$ cat src/rtl/div_ctrl_pkg.sv
// Shared definitions for the ratio divider controller: ratio codes,
// FSM state encoding and the ratio-code to terminal-count mapping.
package div_ctrl_pkg;

  // Ratio codes: divide by 2^(code+1)
  localparam logic [1:0] DIV2  = 2'b00;
  localparam logic [1:0] DIV4  = 2'b01;
  localparam logic [1:0] DIV8  = 2'b10;
  localparam logic [1:0] DIV16 = 2'b11;

  // Controller states
  localparam logic [1:0] ST_IDLE = 2'b00;
  localparam logic [1:0] ST_RUN  = 2'b01;
  localparam logic [1:0] ST_PEND = 2'b10;

  // Terminal count N-1 for a ratio code, where N = 2^(code+1)
  function automatic logic [15:0] ratio_term(input logic [1:0] code);
    logic [15:0] n;
    n = 16'd2 << code;
    return n - 16'd1;
  endfunction

endpackage

$ cat src/rtl/div_counter.sv
// Period counter for the divider: holds cnt, flags the terminal count of
// the active ratio and registers the divided output bit.
module div_counter
  import div_ctrl_pkg::*;
#(
  parameter int CNT_W = 4
) (
  input  logic             cp,
  input  logic             rst,
  input  logic             clear,
  input  logic             inc,
  input  logic [1:0]       ratio,
  input  logic [1:0]       next_ratio,
  output logic [CNT_W-1:0] cnt,
  output logic             q_out,
  output logic             at_term
);

  logic [15:0]      term_full;
  logic [CNT_W-1:0] cnt_next;

  // Terminal-count detect against the ratio currently in force
  always_comb begin
    term_full = ratio_term(ratio);
    at_term   = (cnt == term_full[CNT_W-1:0]);
  end

  // Next count: clear takes precedence (idle hold or period wrap)
  always_comb begin
    cnt_next = cnt;
    if (clear) begin
      cnt_next = '0;
    end else if (inc) begin
      cnt_next = cnt + CNT_W'(1);
    end
  end

  // q_out is loaded with the bit that will be selected next cycle, so it
  // always equals cnt[active_ratio] without a combinational output path
  always_ff @(posedge cp) begin
    if (rst) begin
      cnt   <= '0;
      q_out <= 1'b0;
    end else begin
      cnt   <= cnt_next;
      q_out <= cnt_next[next_ratio];
    end
  end

endmodule

$ cat src/rtl/div_ratio_controller.sv
// Clock-ratio divider controller: IDLE/RUN/PEND FSM with a valid/ready
// ratio handshake. Ratio changes and stops only take effect at period
// boundaries so q_out never shows a truncated phase.
module div_ratio_controller
  import div_ctrl_pkg::*;
#(
  parameter int CNT_W = 4
) (
  input  logic             cp,
  input  logic             rst,
  input  logic             en,
  input  logic             cfg_valid,
  input  logic [1:0]       cfg_ratio,
  output logic             cfg_ready,
  output logic [1:0]       active_ratio,
  output logic [CNT_W-1:0] cnt,
  output logic             q_out,
  output logic             tick,
  output logic             busy
);

  logic [1:0] state;
  logic [1:0] state_n;
  logic [1:0] ratio_n;
  logic [1:0] pend_ratio;
  logic [1:0] pend_n;
  logic       cnt_clear;
  logic       cnt_inc;
  logic       at_term;
  logic       xfer;

  assign cfg_ready = (state != ST_PEND);
  assign busy      = (state != ST_IDLE);
  assign tick      = busy & at_term;
  assign xfer      = cfg_valid & cfg_ready;

  // Next-state, ratio and counter control; en is only acted on at the
  // terminal count, so dropping and re-raising it mid-period is invisible
  always_comb begin
    state_n   = state;
    ratio_n   = active_ratio;
    pend_n    = pend_ratio;
    cnt_clear = 1'b0;
    cnt_inc   = 1'b0;
    case (state)
      ST_IDLE: begin
        cnt_clear = 1'b1;
        if (xfer) ratio_n = cfg_ratio;
        if (en)   state_n = ST_RUN;
      end
      ST_RUN: begin
        if (at_term) begin
          cnt_clear = 1'b1;
          if (xfer) ratio_n = cfg_ratio;
          if (!en)  state_n = ST_IDLE;
        end else begin
          cnt_inc = 1'b1;
          // Same-code offers are absorbed without dropping cfg_ready
          if (xfer && (cfg_ratio != active_ratio)) begin
            pend_n  = cfg_ratio;
            state_n = ST_PEND;
          end
        end
      end
      ST_PEND: begin
        if (at_term) begin
          cnt_clear = 1'b1;
          ratio_n   = pend_ratio;
          state_n   = en ? ST_RUN : ST_IDLE;
        end else begin
          cnt_inc = 1'b1;
        end
      end
      default: begin
        cnt_clear = 1'b1;
        state_n   = ST_IDLE;
      end
    endcase
  end

  // Control state; reset discards any pending ratio
  always_ff @(posedge cp) begin
    if (rst) begin
      state        <= ST_IDLE;
      active_ratio <= DIV2;
      pend_ratio   <= DIV2;
    end else begin
      state        <= state_n;
      active_ratio <= ratio_n;
      pend_ratio   <= pend_n;
    end
  end

  div_counter #(
    .CNT_W(CNT_W)
  ) u_counter (
    .cp        (cp),
    .rst       (rst),
    .clear     (cnt_clear),
    .inc       (cnt_inc),
    .ratio     (active_ratio),
    .next_ratio(ratio_n),
    .cnt       (cnt),
    .q_out     (q_out),
    .at_term   (at_term)
  );

endmodule
$ cat config.mk
export PLATFORM = sky130hd
export DESIGN_NAME = div_ratio_controller
export DESIGN_NICKNAME = d
export VERILOG_FILES = /design/src/rtl/div_ctrl_pkg.sv /design/src/rtl/div_counter.sv /design/src/rtl/div_ratio_controller.sv
export SDC_FILE = /design/constraint.sdc
export NUM_CORES = 1
export LEC_CHECK = 0
export CORE_AREA = 2 2 42 44
export DETAILED_ROUTE_END_ITERATION = 7
export DIE_AREA = 0 0 44 46
export HOLD_SLACK_MARGIN = 0.05
export PLACE_DENSITY = 0.83
export SLEW_MARGIN = 5
export SYNTH_ARGS = -nofsm -noshare
export SYNTH_HDL_FRONTEND = slang
export SYNTH_SLANG_ARGS = --single-unit
$ cat constraint.sdc
create_clock -name cp -period 3.1 [get_ports cp]
set_clock_uncertainty 0.1 [all_clocks]
set_input_delay 0.465 -clock cp [delete_from_list [all_inputs] [get_ports cp]]
set_output_delay 0.465 -clock cp [all_outputs]
set_load 0.02 [all_outputs]
; ---- After elaboration in Yosys (flattened, before gate mapping)
; Index checks and enable logic that the tools add are counted.
; W data, S select, Z words.
[totals]
reg_bits = 11
output_inout_bits = 10
[op_classes]
magnitude_cmp = 1
eq_ne = 9
reduce_logical = 6
bitwise = 3
muxes = 19
n_addsub = 2
shifts = 1
[ops]
columns = op, count
row1 = $mux W2, 8
row2 = $pmux W2 S3, 2
row3 = $mux W4, 2
row4 = $mux W1, 6
row5 = $ne A2 B2 Y1 const B, 3
row6 = $ne A3 B3 Y1 const B, 2
row7 = $add A4 B1 Y4 const B, 1
row8 = $eq A4 B4 Y1, 1
row9 = $reduce_and A4 Y1, 1
row10 = $shl A2 B2 Y4 const A, 1
row11 = $sub A4 B1 Y4 const B, 1
row12 = $lt A2 B3 Y1 const B, 1
row13 = $reduce_and A3 Y1, 1
row14 = $and A1 B1 Y1, 2
row15 = $bmux W1 S2, 1
row16 = $eq A2 B1 Y1 const B, 1
row17 = $eq A2 B2 Y1 const B, 1
row18 = $logic_not A2 Y1, 1
row19 = $ne A2 B2 Y1, 1
row20 = $reduce_bool A2 Y1, 1
row21 = $reduce_or A2 Y1, 1
row22 = $logic_and A1 B1 Y1, 1
row23 = $not A1 Y1, 1

; ---- Logic depth before layout (Yosys ltp)
; Gate-level depths: netlist of run 1.
[logic_depth]
depth_word = 9
ltp_mapped = 10

; ---- Modules after synthesis
; Synthesis of run 1 repeated with hierarchy kept, for this count alone.
[hier_totals]
cells_unflattened = 88
hier_area_um2 = 723.2
[modules_own_cells]
columns = module, area_each_um2, n_inst, cells_per_inst, seq_area_each_um2
row1 = div_ratio_controller, 442.9, 1, 57, 120.1
row2 = div_counter, 280.3, 1, 31, 100.1

; ---- Worst setup path after synthesis of run 1
; No wires, ideal clock.
[synth_timing]
kind = reg-to-reg
from = reg state[0]
to = reg u_counter.q_out
t_required_ns = 2.883
path_stages_with_launch = 11
arrival_time_ns = 2.382
slack_ns = 0.501
path_buffers = 1
cell_sequence = dfxtp_1 > inv_1 > ha_1 > clkbuf_1 > nand2b_1 > mux2_2 > a22oi_1 > nor3_2 > a2111oi_4 > mux2_1 > a32o_1
[synth_via]
elab_chain_len = 7
elab_cells_between_ends = 15
classes_between = 3 x eq/ne / 9 x mux / 1 x bitwise / 2 x reduce/logical
[synth_lines]
columns = element, line
row1 = start: declaration, div_ratio_controller.sv:22  ; logic [1:0] state;
row2 = start signal: assignment, div_ratio_controller.sv:88  ; state <= state_n;
row3 = $ne A2 B2 Y1 (tied with other cells), div_ratio_controller.sv:32  ; assign cfg_ready = (state != ST_PEND);
row4 = $and A1 B1 Y1 or $reduce_or A2 Y1 (tied branches), n/a
row5 = $mux W2 or $mux W1 (tied branches), n/a
row6 = $mux W2 or $mux W4 (tied branches), "div_ratio_controller.sv:52, div_counter.sv:33"
row7 = $pmux W2 S3 or $mux W4 (tied branches), "div_ratio_controller.sv:45, div_counter.sv:31"
row8 = $bmux W1 S2 (*), div_counter.sv:46  ; q_out <= cnt_next[next_ratio];
row9 = $mux W1 (implied by the code) (*), div_counter.sv:46
row10 = end signal: assignment, div_counter.sv:46
row11 = end: declaration, div_counter.sv:15  ; output logic q_out,
; Mark *: on every way between the ends. The rest lies on a longest branch, timed or not. The select of a mux whose other input is x is not followed.
; A chain may end at the register's enable or synchronous reset.

; ---- Final worst setup path of run 1
[layout_timing]
from = reg active_ratio[1]
to = out tick
[layout_via]
elab_chain_len = 4
[layout_lines]
columns = element, line
row1 = start: declaration, div_ratio_controller.sv:15  ; output logic [1:0] active_ratio,
row2 = start signal: assignment, div_ratio_controller.sv:89  ; active_ratio <= ratio_n;
row3 = $shl A2 B2 Y4, div_ctrl_pkg.sv:19  ; n = 16'd2 << code;
row4 = $sub A4 B1 Y4, div_ctrl_pkg.sv:20  ; return n - 16'd1;
row5 = $eq A4 B4 Y1, div_counter.sv:25  ; at_term = (cnt == term_full[CNT_W-1:0]);
row6 = $and A1 B1 Y1, div_ratio_controller.sv:34  ; assign tick = busy & at_term;
row7 = end: declaration, div_ratio_controller.sv:18  ; output logic tick,
; No other way between the ends.

==> results of run 1 <==
## path summary, 6_finish.rpt
path / from / depth (start not counted) / slack (ns) / endpoint
hold reg to reg: state[1] / 2 / 0.39 / state[1]
setup / recovery: active_ratio[1] / 5 / 0.28 / tick
setup reg to reg: state[0] / 9 / 0.40 / u_counter.q_out
hold / removal: state[1] / 2 / 0.39 / state[1]
## layout make-up
type                            count  area (um2)
Clock buffer                        3        22.5
Tap cell                           17        21.3
Clock inverter                      1        5.00
Timing Repair Buffer               17         165
Inverter                            5        18.8
Fill cell                         140         691
Sequential cell                    11         220
Multi-Input combinational cell     66         470
## power groups by stage
stage | registers, mW | logic [mW] | clock network, mW
finish | 0.207 | 0.435 | 0.103
global route | 0.212 | 0.473 | 0.108
CTS | 0.207 | 0.435 | 0.102
detailed placement | 0.210 | 0.431 | 0
global placement | 0.210 | 0.420 | 0
floorplan | 0.231 | 0.283 | 0
## cell families after synthesis
logic type,count (synthesis),synth area share [%]
mux,7,10.1
xor+xnor,4,4.81
compound gates,16,17.4
simple gates,34,23.7
flops,11,30.2
fa+ha+maj,5,8.59
buf+inv,8,5.16
## routing by layer
metal	vias up	GRT usage, %	part of all wire [%]
met4	0	5.45	1.7
li1	338	-	-
met2	17	21.5	45
met1	296	19.4	50
met5	-	0	0
met3	4	1.19	3.4
## registers in the layout (all words and copies together), names as in the netlist
signal	count
u_counter.cnt	4
active_ratio	2
u_counter.q_out	1
state	2
pend_ratio	2
## synthesized netlist by cell type, types with 2 or more instances
cell type,n
a21oi_1,7
mux2i_1,4
ha_1,5
xnor2_1,3
mux2_2,2
nor2_1,9
or3_1,3
nor3_1,3
nand3_1,3
inv_1,5
dfxtp_1,11
nand2_1,8
clkbuf_1,2
## worst reg2reg max path, cell delays in order (launching register included)
cell	delay [ns]
dfxtp_1	0.34
inv_1	0.09
ha_1	0.31
nand2b_1	0.20
mux2_2	0.36
a22oi_1	0.19
nor3_2	0.08
a2111oi_4	0.35
mux2_1	0.36
a32o_1	0.22
==> results_dict.tcl, run 1 <==
set metrics [dict create \
    pwr-share-comb_pct 58.4 \
    nets 115 \
    hold_ws_ns 0.391 \
    drt_pre_antenna_iters 4 \
    drive_above_1_share_pct 10.7 \
    p_leak_nw 0.394 \
    clockRootBuffer "clkbuf_4" \
    synth-edff-count 0 \
    final_common_cell "clkdlybuf4s50_1" \
    drc_errors 0 \
    core_area_mm2 0.00161 \
    grt_pass1_vias 503 \
    fin_total_pwr_mw 0.744 \
    p_int_mw 0.423 \
    path_delay_family "simple AND/OR/NAND/NOR gates" \
    final_cell_mix "clkdlybuf4s50_1, dfxtp_1, nor2_1, nand2_1, a21oi_1" \
    dpl_cell_area_um2 896 \
    status "finished, final reports clean" \
    synthesis.nets 96 \
    initial_utilization_pct 45.1 \
    wire_per_inst_um 12.0 \
    clk_pin_slew_worst_paths_ns 0.08 \
    netlist_area_um2 728 \
    cts_resized 0 \
    cp_cell_sequence "or4_1, a21oi_1, o21ai_1, nor2_1, clkdlybuf4s50_1" \
    syn_inst 85 \
    grt_pass1_wl_um 2110 \
    stdcell_count 120 \
    net-switching-power_mw 0.321 \
    slowest_stage "clkdlybuf4s50_1" \
    htreeDepth 1 \
    clock_sinks 11 \
    ys_warn_count 0 \
    totalWireLength_um 1440 \
    postRouteAntennaNets 0 \
    ys_seq_area_share_pct 30.2 \
    max_freq_mhz 355 \
    worst-path-buf-inv 1 \
    cts_tree "built" \
    setup.worst_path.end_class "output port" \
    cap_viol_max_count 0 \
    irDropWorstVdd_mv 0.395 \
    postCtsSetupBuffers 0 \
    yosysTopAreaCellShare_pct 30.2 \
    placed_cells 116 \
    avgViaCountPerCell 5.46 \
    cp.arrival_ns 2.25 \
    yosys.area.top_type "dfxtp_1" \
    hp-class "reg -> reg" \
    crit_type "reg -> out" \
    worst_slew_pin_slew_ns 0.430 \
    die_y_um 46 \
    startpoint_type "flop" \
    period_needed_ns 2.82 \
    syn2layout_area_growth_pct 26.8 \
    synth_ff_type "dfxtp_1" \
    avgSynthCellArea_um2 8.57 \
    max_stage_delay_ns 0.62 \
    ys_ff_latch 11 \
    num_vias 655 \
    clkPwrFrac_pct 13.8 \
    synthArstFlopShare_pct 0 \
    grt_max_degree 12 \
    pin_count 16 \
    diodes 0 \
    finalCritPeriodShare_pct 91.0 \
    dpl_worst_slack_ns 0.347 \
    hpwlAfterDp_um 1100 \
    antenna_found_initial 0 \
    stdcell_area_um2 923 \
    die_area_mm2 0.00202 \
    fin_util_pct 57.2 \
    grt_use_total_pct 13.7 \
    seqPwrFrac_pct 27.8 \
    drt_iter0_markers 18 \
    synthTopCellsByArea "dfxtp_1, ha_1, mux2i_1" \
    synth_cell_types 33 \
    routabilityCongestion 0.833 \
    port-buffer-count 15 \
    slew_violations 0 \
    hold_viol_final 0 \
    cts_buffer_depth 2 \
    slew_headroom_pct 71.2 \
    hold_buffers 0 \
    cp_max_fo 8 \
    sw_frac_of_total_pct 43.1 \
    cts_made_buffers 3 \
    grt_overflow 0 \
    fin_setup_tns_ns 0 \
    num_rows 15 \
    setup_ws_ns 0.281 \
    clk_latency_ns 0.28 \
    die_w_um 44 \
    rsz0062_at_grt "false" \
    power.density_mw_per_mm2 806 \
    required_ns 2.53 \
    finalSetupViolations 0 \
]
No activity file was read; power rests on OpenSTA's default activity.
==> run 2: changes to the inputs <==
- SETUP_SLACK_MARGIN: not set -> 0.15
==> results_dict.tcl, run 2 (synthesized netlist as in run 1, its figures left out) <==
set metrics [dict create \
    finalSetupViolations 0 \
    cp_max_fo 8 \
    sw_frac_of_total_pct 42.8 \
    hold_viol_final 0 \
    cts_made_buffers 3 \
    setup_ws_ns 0.413 \
    slew_violations 0 \
    pwr-share-comb_pct 58.6 \
    die_w_um 44 \
    nets 115 \
    grt_pass1_vias 503 \
    clk_latency_ns 0.27 \
    worst_slew_pin_slew_ns 0.425 \
    slew_headroom_pct 71.5 \
    final_cell_mix "clkdlybuf4s50_1, dfxtp_1, nor2_1, nand2_1, a21oi_1" \
    drc_errors 0 \
    drt_pre_antenna_iters 4 \
    drive_above_1_share_pct 10.7 \
    cts_tree "built" \
    required_ns 3.17 \
    final_common_cell "clkdlybuf4s50_1" \
    num_vias 657 \
    p_leak_nw 0.412 \
    dpl_worst_slack_ns 0.347 \
    num_rows 15 \
    p_int_mw 0.423 \
    max_freq_mhz 372 \
    rsz0062_at_grt "false" \
    initial_utilization_pct 45.1 \
    port-buffer-count 15 \
    clock_sinks 11 \
    stdcell_count 120 \
    die_area_mm2 0.00202 \
    die_y_um 46 \
    net-switching-power_mw 0.317 \
    wire_per_inst_um 11.9 \
    diodes 0 \
    grt_max_degree 12 \
    cap_viol_max_count 0 \
    clockRootBuffer "clkbuf_4" \
    period_needed_ns 2.69 \
    syn2layout_area_growth_pct 27.1 \
    status "finished, final reports clean" \
    cp.arrival_ns 2.75 \
    core_area_mm2 0.00161 \
    power.density_mw_per_mm2 798 \
    fin_setup_tns_ns 0 \
    hold_ws_ns 0.391 \
    clkPwrFrac_pct 13.4 \
    hpwlAfterDp_um 1100 \
    crit_type "reg -> reg" \
    avgViaCountPerCell 5.48 \
    placed_cells 116 \
    antenna_found_initial 0 \
    cts_buffer_depth 2 \
    hp-class "reg -> reg" \
    finalCritPeriodShare_pct 86.7 \
    grt_use_total_pct 13.7 \
    r2r_cells 9 \
    whs_path_depth 2 \
    seqPwrFrac_pct 28.0 \
    htreeDepth 1 \
    clk_pin_slew_worst_paths_ns 0.07 \
    grt_pass1_wl_um 2110 \
    setup.worst_path.end_class "flop" \
    drt_iter0_markers 19 \
    pin_count 16 \
    fin_util_pct 57.4 \
    postRouteAntennaNets 0 \
    irDropWorstVdd_mv 0.388 \
    routabilityCongestion 0.833 \
    largest_reg_flops 4 \
    totalWireLength_um 1430 \
    grt_overflow 0 \
    startpoint_type "flop" \
    top_register "u_counter.cnt" \
]
[run 2: power by group through the flow]
stage	logic [mW]	registers (mW)	clock network, mW
global placement	0.420	0.210	0
CTS	0.435	0.207	0.102
finish	0.433	0.207	0.0988
detailed placement	0.431	0.210	0
floorplan	0.283	0.231	0
global route	0.473	0.212	0.108
[run 2: what timing repair did]
action / in CTS / in global routing
setup buffers: 0 / 0
resized for setup: 0 / 1
endpoints found under the setup margin: 0 / 1
hold buffers: 0 / 0
[run 2: path summary, 6_finish.rpt]
check | start | endpoint | slack [ns]
max | state[0] | u_counter.q_out | 0.41
min reg2reg | state[1] | state[1] | 0.39
max reg2reg | state[0] | u_counter.q_out | 0.41
min | state[1] | state[1] | 0.39
[run 2: cell type report]
cell class | count | area, um2
multi-input combinational | 66 | 470
timing repair buffer | 17 | 168
inverter | 5 | 18.8
sequential | 11 | 220
clock inverter | 1 | 5.00
clock buffer | 3 | 22.5
tap | 17 | 21.3
fill | 141 | 688
[run 2: metal layers]
metal	up-vias	GRT usage, %	part of all wire, %
met1	298	19.4	50
met4	0	5.45	1.5
met2	16	21.5	45
met3	3	1.19	2.8
met5	-	0	0
li1	340	-	-
[run 2: stage by stage]
step	power [mW]	instance area [um2]
5_1_grt	0.793	926
3_3_place_gp	0.630	896
2_1_floorplan	0.514	728
4_1_cts	0.743	923
6_report	0.739	926
3_5_place_dp	0.642	896
[run 2: worst max-delay path: stages, from the launching register on]
cell and delay [ns]:
dfxtp_1 0.35, inv_1 0.09, ha_1 0.30, nand2b_1 0.20, mux2_2 0.36, a22oi_1 0.19, nor3_2 0.07, a2111oi_4 0.35
mux2_1 0.35, a32o_1 0.22
==> RTL edit 1 (config.mk and constraints of run 1) <==
Reset style: asynchronous (`rst`), changed in 2 clocked blocks.
--- a/src/rtl/div_counter.sv
+++ b/src/rtl/div_counter.sv
@@ -37,7 +37,7 @@
 
   // q_out is loaded with the bit that will be selected next cycle, so it
   // always equals cnt[active_ratio] without a combinational output path
-  always_ff @(posedge cp) begin
+  always_ff @(posedge cp or posedge rst) begin
     if (rst) begin
       cnt   <= '0;
       q_out <= 1'b0;
--- a/src/rtl/div_ratio_controller.sv
+++ b/src/rtl/div_ratio_controller.sv
@@ -79,7 +79,7 @@
   end
 
   // Control state; reset discards any pending ratio
-  always_ff @(posedge cp) begin
+  always_ff @(posedge cp or posedge rst) begin
     if (rst) begin
       state        <= ST_IDLE;
       active_ratio <= DIV2;
Behaviour: differs if rst is asserted again (counterexample within 4 cycles, from zero or initial values and one cycle with rst high); with rst held inactive, the same outputs for 10 cycles.
==> RTL edit 1 against run 1 <==
Synthesized area rose by 4.3%. Register-to-register slack improved by 470 ps. Combinational power rose by 22%. Sequential cell count did not move. Worst setup slack improved by 120 ps. Sequential share of layout area rose by 5.6 points. Utilization rose by 0.70 points. Critical path depth did not move. Die area did not move. Power rose by 20%. Wire length rose by 12%. Final area rose by 1.2%. Largest cell class unchanged.
==> RTL edit 1: results (changes against run 1) <==
global-route wire length before repair -> 2630 um (was 2110 um)
leading post-synthesis cells by instance count -> 11 x sky130_fd_sc_hd__dfrtp_1, 7 x sky130_fd_sc_hd__inv_1, 7 x sky130_fd_sc_hd__nand2_1 (was 11 x sky130_fd_sc_hd__dfxtp_1, 9 x sky130_fd_sc_hd__nor2_1, 8 x sky130_fd_sc_hd__nand2_1)
Primary FF master, synth -> sky130_fd_sc_hd__dfrtp_1 (was sky130_fd_sc_hd__dfxtp_1)
via count -> 621 (was 655)
met2 Use GR -> 0.279 (was 0.215)
Met1 Wirelength -> 738 um (was 720 um)
routed wire length -> 1610 um (was 1440 um)
number of nets in the layout -> 104 (was 115)
worst min-delay path class -> primary input to async pin (was flip-flop to flip-flop)
status -> finished, final reports clean (unchanged)
sum of met3 wire segment lengths after detailed routing -> 89 um (was 49 um)
detail-routed via count per cell -> 5.70 (was 5.46)
peak supply drop -> 0.369 mV (was 0.395 mV)
sequential cell fraction of total power -> 0.294 (was 0.278)
maximum fanout along the worst path -> 11 (was 8)
Net Switching -> 0.388 mW (was 0.321 mW)
mean instance size in the synthesized netlist -> 10.1 um^2 (was 8.57 um^2)
internal reg-to-reg setup slack -> 870 ps (was 400 ps)
Worst setup startpoint -> active_ratio[1] (unchanged)
total routing usage reported by global routing -> 0.183 (was 0.137)
launch instance of the worst register-to-register path -> state[0] (unchanged)
total nets after synthesis -> 86 (was 96)
top post-synthesis cells by area -> sky130_fd_sc_hd__dfrtp_1 36%, sky130_fd_sc_hd__ha_1 8.2%, sky130_fd_sc_hd__mux2i_1 7.9%, sky130_fd_sc_hd__mux2_1 4.4%, sky130_fd_sc_hd__inv_1 3.5% (was sky130_fd_sc_hd__dfxtp_1 30%, sky130_fd_sc_hd__ha_1 8.6%, sky130_fd_sc_hd__mux2i_1 5.5%, sky130_fd_sc_hd__a21oi_1 4.8%, sky130_fd_sc_hd__nor2_1 4.6%)
Routed met2 length -> 742 um (was 641 um)
initial DRC count -> 10 (was 18)
worst-margin pin slew -> 444 ps (was 430 ps)
fraction of met3 tracks used by global routing -> 0.0595 (was 0.0119)
sequential cell area fraction in the yosys report -> 0.362 (was 0.302)
leakage power -> 0.437 nW (was 0.394 nW)
==> RTL edit 1: cell types whose count changed in the layout (fill, tap and decap cells not counted), sizes merged, moves of 3 or more <==
cell / run 1 / this run
nor2: 9 / 3
nor3: 4 / 1
a21oi: 7 / 1
or3: 3 / 0
dfxtp: 11 / 0
dfrtp: 0 / 11
and3: 1 / 4
==> RTL edit 1: kinds of logic after synthesis <==
group	Yosys count	share of synthesized area
simple gates	23	0.175
compound gates	13	0.132
flops	11	0.362
mux	10	0.138
buf+inv	9	0.0643
fa+ha+maj	5	0.0824
xor+xnor	4	0.0461
==> RTL edit 1: cell type report <==
class	instances	area, um^2
fill	132	679
multi-input combinational	55	435
sequential	11	275
timing repair buffer	15	150
clock buffer	4	26.3
inverter	7	26.3
tap	17	21.3
==> RTL edit 1: critical path, stage by stage, from the launching register on <==
cell and delay (ps):
sky130_fd_sc_hd__dfrtp_1 460, sky130_fd_sc_hd__nor3_1 280, sky130_fd_sc_hd__o2111ai_1 190, sky130_fd_sc_hd__and2_4 220
sky130_fd_sc_hd__nor2_1 100, sky130_fd_sc_hd__clkdlybuf4s50_1 610
==> RTL edit 1: through the flow <==
| step | area (um^2) | setup WS (ps) | utilization | hold slack (ps) |
|---|---|---|---|---|
| 6_report | 935 | 397 | 0.579 | 380 |
| 5_1_grt | 935 | 283 | 0.579 | 422 |
| 4_1_cts | 935 | 390 | 0.579 | 395 |
| 3_5_place_dp | 908 | 665 | 0.563 | 392 |
| 3_3_place_gp | 908 | 754 | 0.563 | 381 |
| 2_1_floorplan | 759 | 997 | - | 217 |
==> RTL edit 2 (settings of run 1) <==
Without the edit above. `CNT_W` is set to 4 in 2 places; all go to 6.
--- a/src/rtl/div_counter.sv
+++ b/src/rtl/div_counter.sv
@@ -3,7 +3,7 @@
 module div_counter
   import div_ctrl_pkg::*;
 #(
-  parameter int CNT_W = 4
+  parameter int CNT_W = 6
 ) (
   input  logic             cp,
   input  logic             rst,
--- a/src/rtl/div_ratio_controller.sv
+++ b/src/rtl/div_ratio_controller.sv
@@ -4,7 +4,7 @@
 module div_ratio_controller
   import div_ctrl_pkg::*;
 #(
-  parameter int CNT_W = 4
+  parameter int CNT_W = 6
 ) (
   input  logic             cp,
   input  logic             rst,
Ports: changed (resized cnt); port bits go from 16 to 18. No check against the original RTL was run, so the function may have changed too.
==> RTL edit 2 against run 1 <==
Count of clock-buffer cells in the layout increased by 1. Sequential cell count increased by 2. Combinational power decreased by 27%. Synthesized area increased by 20%. Register-to-register slack improved by 170 ps. Worst setup slack got worse by 77 ps. First-iteration DRC count increased by 67%. Final area increased by 17%. Sequential power increased by 4%. Global-route usage increased by 9.5 points. Wire length increased by 46%. Cell count increased by 17%. Power decreased by 14%. Synthesized cell count increased by 21%. Largest power group unchanged.
==> RTL edit 2: results (changes against run 1) <==
sequential cell fraction of total power -> 0.338 (was 0.278)
area of the mapped netlist -> 872 um^2 (was 728 um^2)
sum of net half-perimeters after detailed placement -> 1520 um (was 1100 um)
combined flip-flop and latch cell area -> 260 um^2 (was 220 um^2)
leakage power -> 0.401 nW (was 0.394 nW)
dpl cells -> 136 (was 116)
clock network area share -> 0.0243 (was 0.0298)
number of nets in the layout -> 136 (was 115)
number of signal-net buffers in the layout -> 18 (was 17)
Hold WS -> 406 ps (was 391 ps)
via count -> 865 (was 655)
global-route wire length before repair -> 3440 um (was 2110 um)
post-placement setup slack -> 530 ps (was 347 ps)
Port Buffer Count -> 17 (was 15)
worst-margin pin slew -> 483 ps (was 430 ps)
total nets after synthesis -> 115 (was 96)
cells after synthesis -> 103 (was 85)
internal power contribution -> 0.385 mW (was 0.423 mW)
status -> finished, final reports clean (unchanged)
fraction of final layout cells with drive strength greater than 1 -> 0.0732 (was 0.107)
total routing usage reported by global routing -> 0.232 (was 0.137)
launch instance of the worst register-to-register path -> active_ratio[1] (was state[0])
routability-driven placement congestion ratio -> 0.923 (was 0.833)
power drawn by the clock network -> 0.109 mW (was 0.103 mW)
Filler Cell Count -> 141 (was 140)
RTL edit 2: worst max path at each step:
stage / start / slack, ps / to / cells past startpoint
2_1_floorplan: active_ratio[1] / 550 / u_counter.q_out / 9
3_3_place_gp: active_ratio[1] / 570 / tick / 5
3_5_place_dp: active_ratio[1] / 530 / tick / 5
4_1_cts: active_ratio[1] / 210 / tick / 5
5_1_grt: active_ratio[1] / 100 / tick / 5
6_report: active_ratio[1] / 200 / tick / 5
RTL edit 2: cells by family (layout without fill, tap and decap cells):
kind of cell | count (synthesis) | count (layout) | synth area share
flops | 13 | 13 | 0.298
xor+xnor | 8 | 8 | 0.0803
buf+inv | 9 | 29 | 0.0473
mux | 5 | 5 | 0.0617
compound gates | 24 | 24 | 0.198
fa+ha+maj | 6 | 6 | 0.0861
simple gates | 38 | 38 | 0.228
RTL edit 2: metal layers:
layer  track usage  wire (um)  vias to the layer above
met5             0          0                        -
met4         0.133         80                        0
met3        0.0317        154                       11
met2         0.356        942                       43
met1         0.312        918                      399
li1              -          -                      412
